## src/rtl/dmux_pkg.sv

```systemverilog
// Shared definitions for the buffered stream demultiplexer: select width helper,
// drop counter width and the channel-slice macro used to pack channel heads.
`ifndef DMUX_PKG_SV
`define DMUX_PKG_SV

`define DMUX_CH_SLICE(k, w) ((k)*(w)) +: (w)

package dmux_pkg;

  localparam int DROP_CNT_W = 16;
  localparam logic [DROP_CNT_W-1:0] DROP_CNT_MAX = '1;

  // Select field width for a given channel count; never narrower than one bit.
  function automatic int sel_width(input int nch);
    return (nch <= 2) ? 1 : $clog2(nch);
  endfunction

endpackage

`endif

```

## src/rtl/dmux_chan_fifo.sv

```systemverilog
// Per-channel FIFO: registered storage with a combinational head, extra-MSB
// pointers so full and empty are distinguishable without a separate counter.
module dmux_chan_fifo #(
  parameter int WIDTH = 16,
  parameter int DEPTH = 4
) (
  input  logic             clk,
  input  logic             rst_n,
  input  logic             push,
  input  logic [WIDTH-1:0] push_data,
  input  logic             pop,
  output logic [WIDTH-1:0] head_data,
  output logic             not_empty,
  output logic             full
);

  localparam int AW = $clog2(DEPTH);

  logic [WIDTH-1:0] mem_q [DEPTH];
  logic [AW:0]      wr_q, wr_d;
  logic [AW:0]      rd_q, rd_d;
  logic             empty;
  logic             do_push;
  logic             do_pop;

  assign empty     = (wr_q == rd_q);
  assign full      = (wr_q[AW] != rd_q[AW]) && (wr_q[AW-1:0] == rd_q[AW-1:0]);
  assign not_empty = ~empty;
  assign head_data = mem_q[rd_q[AW-1:0]];

  // Upstream already refuses beats for a full channel; guard again so the
  // FIFO can never overwrite unread data on its own.
  assign do_push = push & ~full;
  assign do_pop  = pop & ~empty;

  always_comb begin
    wr_d = wr_q;
    rd_d = rd_q;
    if (do_push) wr_d = wr_q + (AW+1)'(1);
    if (do_pop)  rd_d = rd_q + (AW+1)'(1);
  end

  always_ff @(posedge clk or negedge rst_n) begin
    if (!rst_n) begin
      wr_q <= '0;
      rd_q <= '0;
    end else begin
      wr_q <= wr_d;
      rd_q <= rd_d;
    end
  end

  // Storage is cleared on reset so the packed head bus is never X.
  always_ff @(posedge clk or negedge rst_n) begin
    if (!rst_n) begin
      for (int i = 0; i < DEPTH; i++) mem_q[i] <= '0;
    end else if (do_push) begin
      mem_q[wr_q[AW-1:0]] <= push_data;
    end
  end

endmodule

```

## src/rtl/dmux_stream_router.sv

```systemverilog
// Routes a valid/ready stream to one of NCH buffered channels (or all of them
// on broadcast) and counts beats discarded for out-of-range selects.
module dmux_stream_router
  import dmux_pkg::*;
#(
  parameter int WIDTH = 16,
  parameter int NCH   = 8,
  parameter int DEPTH = 4,
  parameter int SELW  = sel_width(NCH)
) (
  input  logic                  clk,
  input  logic                  rst_n,
  input  logic [WIDTH-1:0]      in_data,
  input  logic [SELW-1:0]       in_sel,
  input  logic                  in_bcast,
  input  logic                  in_valid,
  output logic                  in_ready,
  output logic [NCH*WIDTH-1:0]  out_data,
  output logic [NCH-1:0]        out_valid,
  input  logic [NCH-1:0]        out_ready,
  output logic [NCH-1:0]        ch_full,
  output logic [DROP_CNT_W-1:0] drop_cnt,
  output logic                  sel_err
);

  localparam logic [SELW:0] NCH_L = (SELW+1)'(NCH);

  logic [NCH-1:0]        full_w;
  logic [NCH-1:0]        nempty_w;
  logic [NCH-1:0]        push_w;
  logic                  sel_ok;
  logic                  sel_full;
  logic                  all_clear;
  logic                  accept;
  logic                  drop;
  logic [DROP_CNT_W-1:0] drop_q, drop_d;
  logic                  sel_err_q, sel_err_d;

  assign sel_ok    = ({1'b0, in_sel} < NCH_L);
  assign all_clear = ~|full_w;

  // Looked up by comparison rather than indexing so an out-of-range select
  // never addresses past the end of full_w.
  always_comb begin
    sel_full = 1'b0;
    for (int k = 0; k < NCH; k++) begin
      if (in_sel == SELW'(k)) sel_full = full_w[k];
    end
  end

  // Only fullness feeds in_ready: a pop on a full channel never opens a
  // same-cycle push slot.
  always_comb begin
    if (in_bcast)    in_ready = all_clear;
    else if (sel_ok) in_ready = ~sel_full;
    else             in_ready = 1'b1;
  end

  assign accept = in_valid & in_ready;
  assign drop   = accept & ~in_bcast & ~sel_ok;

  generate
    for (genvar gi = 0; gi < NCH; gi++) begin : g_chan
      assign push_w[gi] = accept & (in_bcast | (in_sel == SELW'(gi)));

      dmux_chan_fifo #(
        .WIDTH (WIDTH),
        .DEPTH (DEPTH)
      ) u_fifo (
        .clk       (clk),
        .rst_n     (rst_n),
        .push      (push_w[gi]),
        .push_data (in_data),
        .pop       (out_ready[gi]),
        .head_data (out_data[`DMUX_CH_SLICE(gi, WIDTH)]),
        .not_empty (nempty_w[gi]),
        .full      (full_w[gi])
      );
    end
  endgenerate

  always_comb begin
    drop_d    = drop_q;
    sel_err_d = sel_err_q | drop;
    if (drop && (drop_q != DROP_CNT_MAX)) drop_d = drop_q + DROP_CNT_W'(1);
  end

  always_ff @(posedge clk or negedge rst_n) begin
    if (!rst_n) begin
      drop_q    <= '0;
      sel_err_q <= 1'b0;
    end else begin
      drop_q    <= drop_d;
      sel_err_q <= sel_err_d;
    end
  end

  assign out_valid = nempty_w;
  assign ch_full   = full_w;
  assign drop_cnt  = drop_q;
  assign sel_err   = sel_err_q;

endmodule

```

## config.mk

```make
export PLATFORM = sky130hd
export DESIGN_NAME = dmux_stream_router
export DESIGN_NICKNAME = d
export VERILOG_FILES = /design/src/rtl/dmux_pkg.sv /design/src/rtl/dmux_chan_fifo.sv /design/src/rtl/dmux_stream_router.sv
export SDC_FILE = /design/constraint.sdc
export NUM_CORES = 1
export LEC_CHECK = 0
export CORE_ASPECT_RATIO = 1.1
export CORE_UTILIZATION = 55
export CTS_BUF_LIST = sky130_fd_sc_hd__clkbuf_8
export DETAILED_ROUTE_END_ITERATION = 8
export GPL_ROUTABILITY_DRIVEN = 1
export PLACE_DENSITY = 0.77
export RECOVER_POWER = 25
export SYNTH_ARGS = -nofsm -noshare
export SYNTH_HDL_FRONTEND = slang
export SYNTH_HIERARCHICAL = 1
export SYNTH_SLANG_ARGS = --single-unit
```

## constraint.sdc

```tcl
create_clock -name clk -period 3.26 [get_ports clk]
set_input_delay 0.326 -clock clk [delete_from_list [all_inputs] [get_ports clk]]
set_output_delay 0.326 -clock clk [all_outputs]
set_load 0.005 [all_outputs]
```

==> key figures <==
Power
  – NetSw: 11.7 mW
  – Net Sw Frac: 33.1%
  – P_int: 23.6 mW
  – Worst vdd ir: 0.509 mV
  – Pleak: 13.6 nW
  – Logic gate share of total power: 48.3%
  – Sequential power share: 34.9%
  – Total power: 35.3 mW
  – Pwr dens: 1110 nW/um^2
  – Clock power share: 16.8%

Detailed routing
  – TritonRoute pass-1 iters: 5
  – Met3 wire len: 2720 um
  – DRT Wirelength: 60,000 um
  – Post-DRT Antenna Nets: 0
  – Vias post-DR: 15,500
  – WL met2: 30,200 um
  – Post-route DRC: 0
  – DRT iter0 DRCs: 795
  – Vias per inst: 5.79
  – Avg WL per Cell: 22.4 um
  – Met1 WL: 25,500 um
  – Max Used Layer: met5

CTS
  – Worst-Skew Late Latency: 690 ps
  – Maximum clock path buffer count: 3
  – Clock Sink Count: 560
  – Htree depth: 3
  – CTS tree: yes
  – Clock transition at path regs: 60 ps
  – Root Buffer: clkbuf_8
  – CTS Buf Count: 90

STA
  – Worst slew pin tran: 2380 ps
  – Final hold vios: 0
  – RSZ-0062 raised after global routing: false
  – Minimum clock period: 3120 ps
  – Final setup vio count: 0
  – Final period util: 95.8%
  – Setup total negative slack: 0 ps
  – Peak Freq: 0.320 GHz
  – Slew margin rel.: -58.9%
  – Count of pins over their slew limit: 88
  – Clock skew: 43.4 ps
  – Worst setup margin: 138 ps

Synth
  – Synth Area in Simple Gates: 1.85%
  – Register area share after synthesis: 52.7%
  – Most instantiated library cell after synthesis: dfrtp_1
  – Total number of yosys warnings: 6
  – Post-synth top area cell: dfrtp_1
  – Post-Synth XOR/XNOR Area: 2.86%
  – Post-synthesis mux area share: 33.3%
  – Synth top area cells: dfrtp_1 53%, mux2_2 22%, mux4_2 11%
  – Synthesized instance count: 1,645
  – #FFs+latches synth: 560
  – Compound-gate portion of the synthesized area: 4.31%
  – Top cells by count, synth: 560 x dfrtp_1, 528 x mux2_2, 128 x mux4_2
  – Synth top area share: 52.7%
  – Synth Area per Inst: 16.2 um^2
  – Synth Area in Adders: 1.88%
  – Ys flop type: dfrtp_1
  – Ys async rst share: 100%
  – Cell Area, Synth: 26,600 um^2
  – Number of enable flip-flop cells after synthesis: 0
  – Yosys cell types: 43
  – Combinational family with the most area after synthesis: multiplexers

Placed design
  – I/O Buffers: 175
  – Final GP Congestion: 0.845
  – Pre-CTS setup slack: 17.1 ps
  – Post-place instance area: 29,700 um^2
  – DP HPWL: 37,800 um

Setup path
  – Buffers plus inverters on the worst setup path: 3
  – Cells along the critical path: xnor2_4 > and3_2 > nand2b_1 > a21oi_4 > o221ai_4 > buf_4 > a31oi_1 > buf_4 > nand2_1 > a31oi_2 > buf_4 > mux2_2
  – RR Startpoint: g_chan[6].u_fifo/rd_q[0]
  – Worst reg-to-reg path cell count: 12
  – CP required: 3810 ps
  – R2R Setup Slk: 140 ps
  – Crit-path most repeated cell: buf_4
  – CP Max Fanout: 9
  – CP endpoint kind: flop
  – Crit-path max cell delay: 440 ps
  – Critical path arrival: 3670 ps
  – Worst r2r dst: g_chan[2].u_fifo/mem_q[33]
  – CP delay by family, top: compound AO/OA/AOI/OAI gates
  – WS Path Type: flop to flop
  – CP max-delay cell: dfrtp_1
  – Crit start category: flop
  – Worst path depth: 12

Run
  – Number of max-cap violations: 1

Floorplan
  – Die Ht: 233 um
  – Starting Density: 55.7%
  – Io pins: 193
  – Core ar.: 47,700 um^2
  – Die footprint: 49,200 um^2
  – Chip width: 212 um
  – Row count: 84

Outcome
  – Violated checks: max-capacitance violations, max-slew violations
  – Status: finished with violations

Final layout
  – Final non-filler cell area: 31,700 um^2
  – Seq. cell area: 14,000 um^2
  – # fillers: 3,401
  – Nets: 2,034
  – Layout Utilization: 66.5%
  – Layout area overhead: 19.3%
  – Share of cells above drive strength 1: 48.5%
  – Multi-input gate area: 11,900 um^2

Global routing
  – Vias in the first global route: 17,100
  – Largest net degree at the start of global routing: 91
  – Total gr overflow: 0
  – Total GRT Usage: 25.8%
  – Initial antenna violation count: 4
  – First-pass GRT wire length: 96,500 um

Hold path
  – Hold Path Class: input port to flop
  – Hold path depth: 3
  – HP Start: out_ready[1]
  – Min-Delay Endpoint: g_chan[1].u_fifo/rd_q[2]
-- worst reg2reg max path: stages (launching register included) --
cell and delay (ps):
dfrtp_1 440, xnor2_4 220, and3_2 260, nand2b_1 190, a21oi_4 220, o221ai_4 150
buf_4 210, a31oi_1 260, buf_4 200, nand2_1 70, a31oi_2 200, buf_4 240
mux2_2 360
-- power by group through the flow --
stage	registers [mW]	logic, mW	clock network, mW
finish	12.3	17.1	5.95
global route	12.8	18.3	6.44
CTS	12.3	17.3	6.13
detailed placement	12.4	16.9	0
global placement	12.1	16.4	0
floorplan	11.8	10.6	0
-- sequential cells by signal (all words and copies together) (netlist names) --
| signal | flops |
|---|---|
| g_chan.u_fifo/rd_q | 24 |
| g_chan.u_fifo/mem_q | 512 |
| g_chan.u_fifo/wr_q | 24 |
-- layer usage --
| layer | GRT usage (%) | up-vias |
|---|---|---|
| li1 | - | 6788 |
| met1 | 34.1 | 8274 |
| met2 | 42.7 | 344 |
| met3 | 4.55 | 89 |
| met4 | 9.62 | 2 |
| met5 | 0 | - |
-- worst max-delay path by stage --
stage,start,end,slack [ps]
3_3_place_gp,in_sel[1],g_chan[2].u_fifo/mem_q[34],100
2_1_floorplan,g_chan[6].u_fifo/rd_q[2],g_chan[0].u_fifo/mem_q[10],140
6_report,g_chan[6].u_fifo/rd_q[0],g_chan[2].u_fifo/mem_q[33],140
5_1_grt,rst_n,g_chan[2].u_fifo/mem_q[59],20
3_5_place_dp,g_chan[3].u_fifo/wr_q[1],g_chan[2].u_fifo/mem_q[33],20
4_1_cts,g_chan[5].u_fifo/rd_q[0],in_ready,110
-- layout by cell type (no fill, tap or decap), types with 17 or more instances in the layout --
| cell | count |
|---|---|
| inv_1 | 54 |
| mux4_2 | 128 |
| dfrtp_1 | 556 |
| nand2_1 | 49 |
| conb_1 | 17 |
| buf_4 | 93 |
| ha_1 | 40 |
| mux2_2 | 528 |
| clkbuf_8 | 114 |
| buf_12 | 28 |
| clkdlybuf4s50_1 | 173 |
| xor2_1 | 24 |
-- repair_timing --
| item | CTS | global route |
|---|---|---|
| hold endpoints to repair | 79 | 0 |
| pin swaps | 8 | 0 |
| hold buffers | 1 | 0 |
| buffers inserted | 9 | 0 |
| setup endpoints to repair | 7 | 1 |
| resized for setup | 24 | 1 |
-- metrics by stage --
step / hold WS [ps] / instances
after global routing: 358 / 2674
after global placement: 389 / 2506
after CTS: 254 / 2672
final: 367 / 2676
after floorplan: 30.4 / 1661
after detailed placement: 374 / 2506
-- cells by family after synthesis --
kind of cell,count (synthesis)
buffers and inverters,119
muxes,658
xor gates and xnor gates,56
AOI/OAI and AO/OA,111
and+or+nand+nor,100
other,1
DFF,560
adders and majority gates,40
-- final cells by class --
| class | instances | share of cell area, % |
|---|---|---|
| Clock inverter | 42 | 0.687 |
| Inverter | 26 | 0.308 |
| Sequential cell | 560 | 44.2 |
| Tap cell | 645 | 2.54 |
| Multi-Input combinational cell | 982 | 37.6 |
| Antenna cell | 4 | 0.0316 |
| Timing Repair Buffer | 303 | 9.63 |
| Clock buffer | 114 | 4.95 |
No activity file was read; power rests on OpenSTA's default activity.
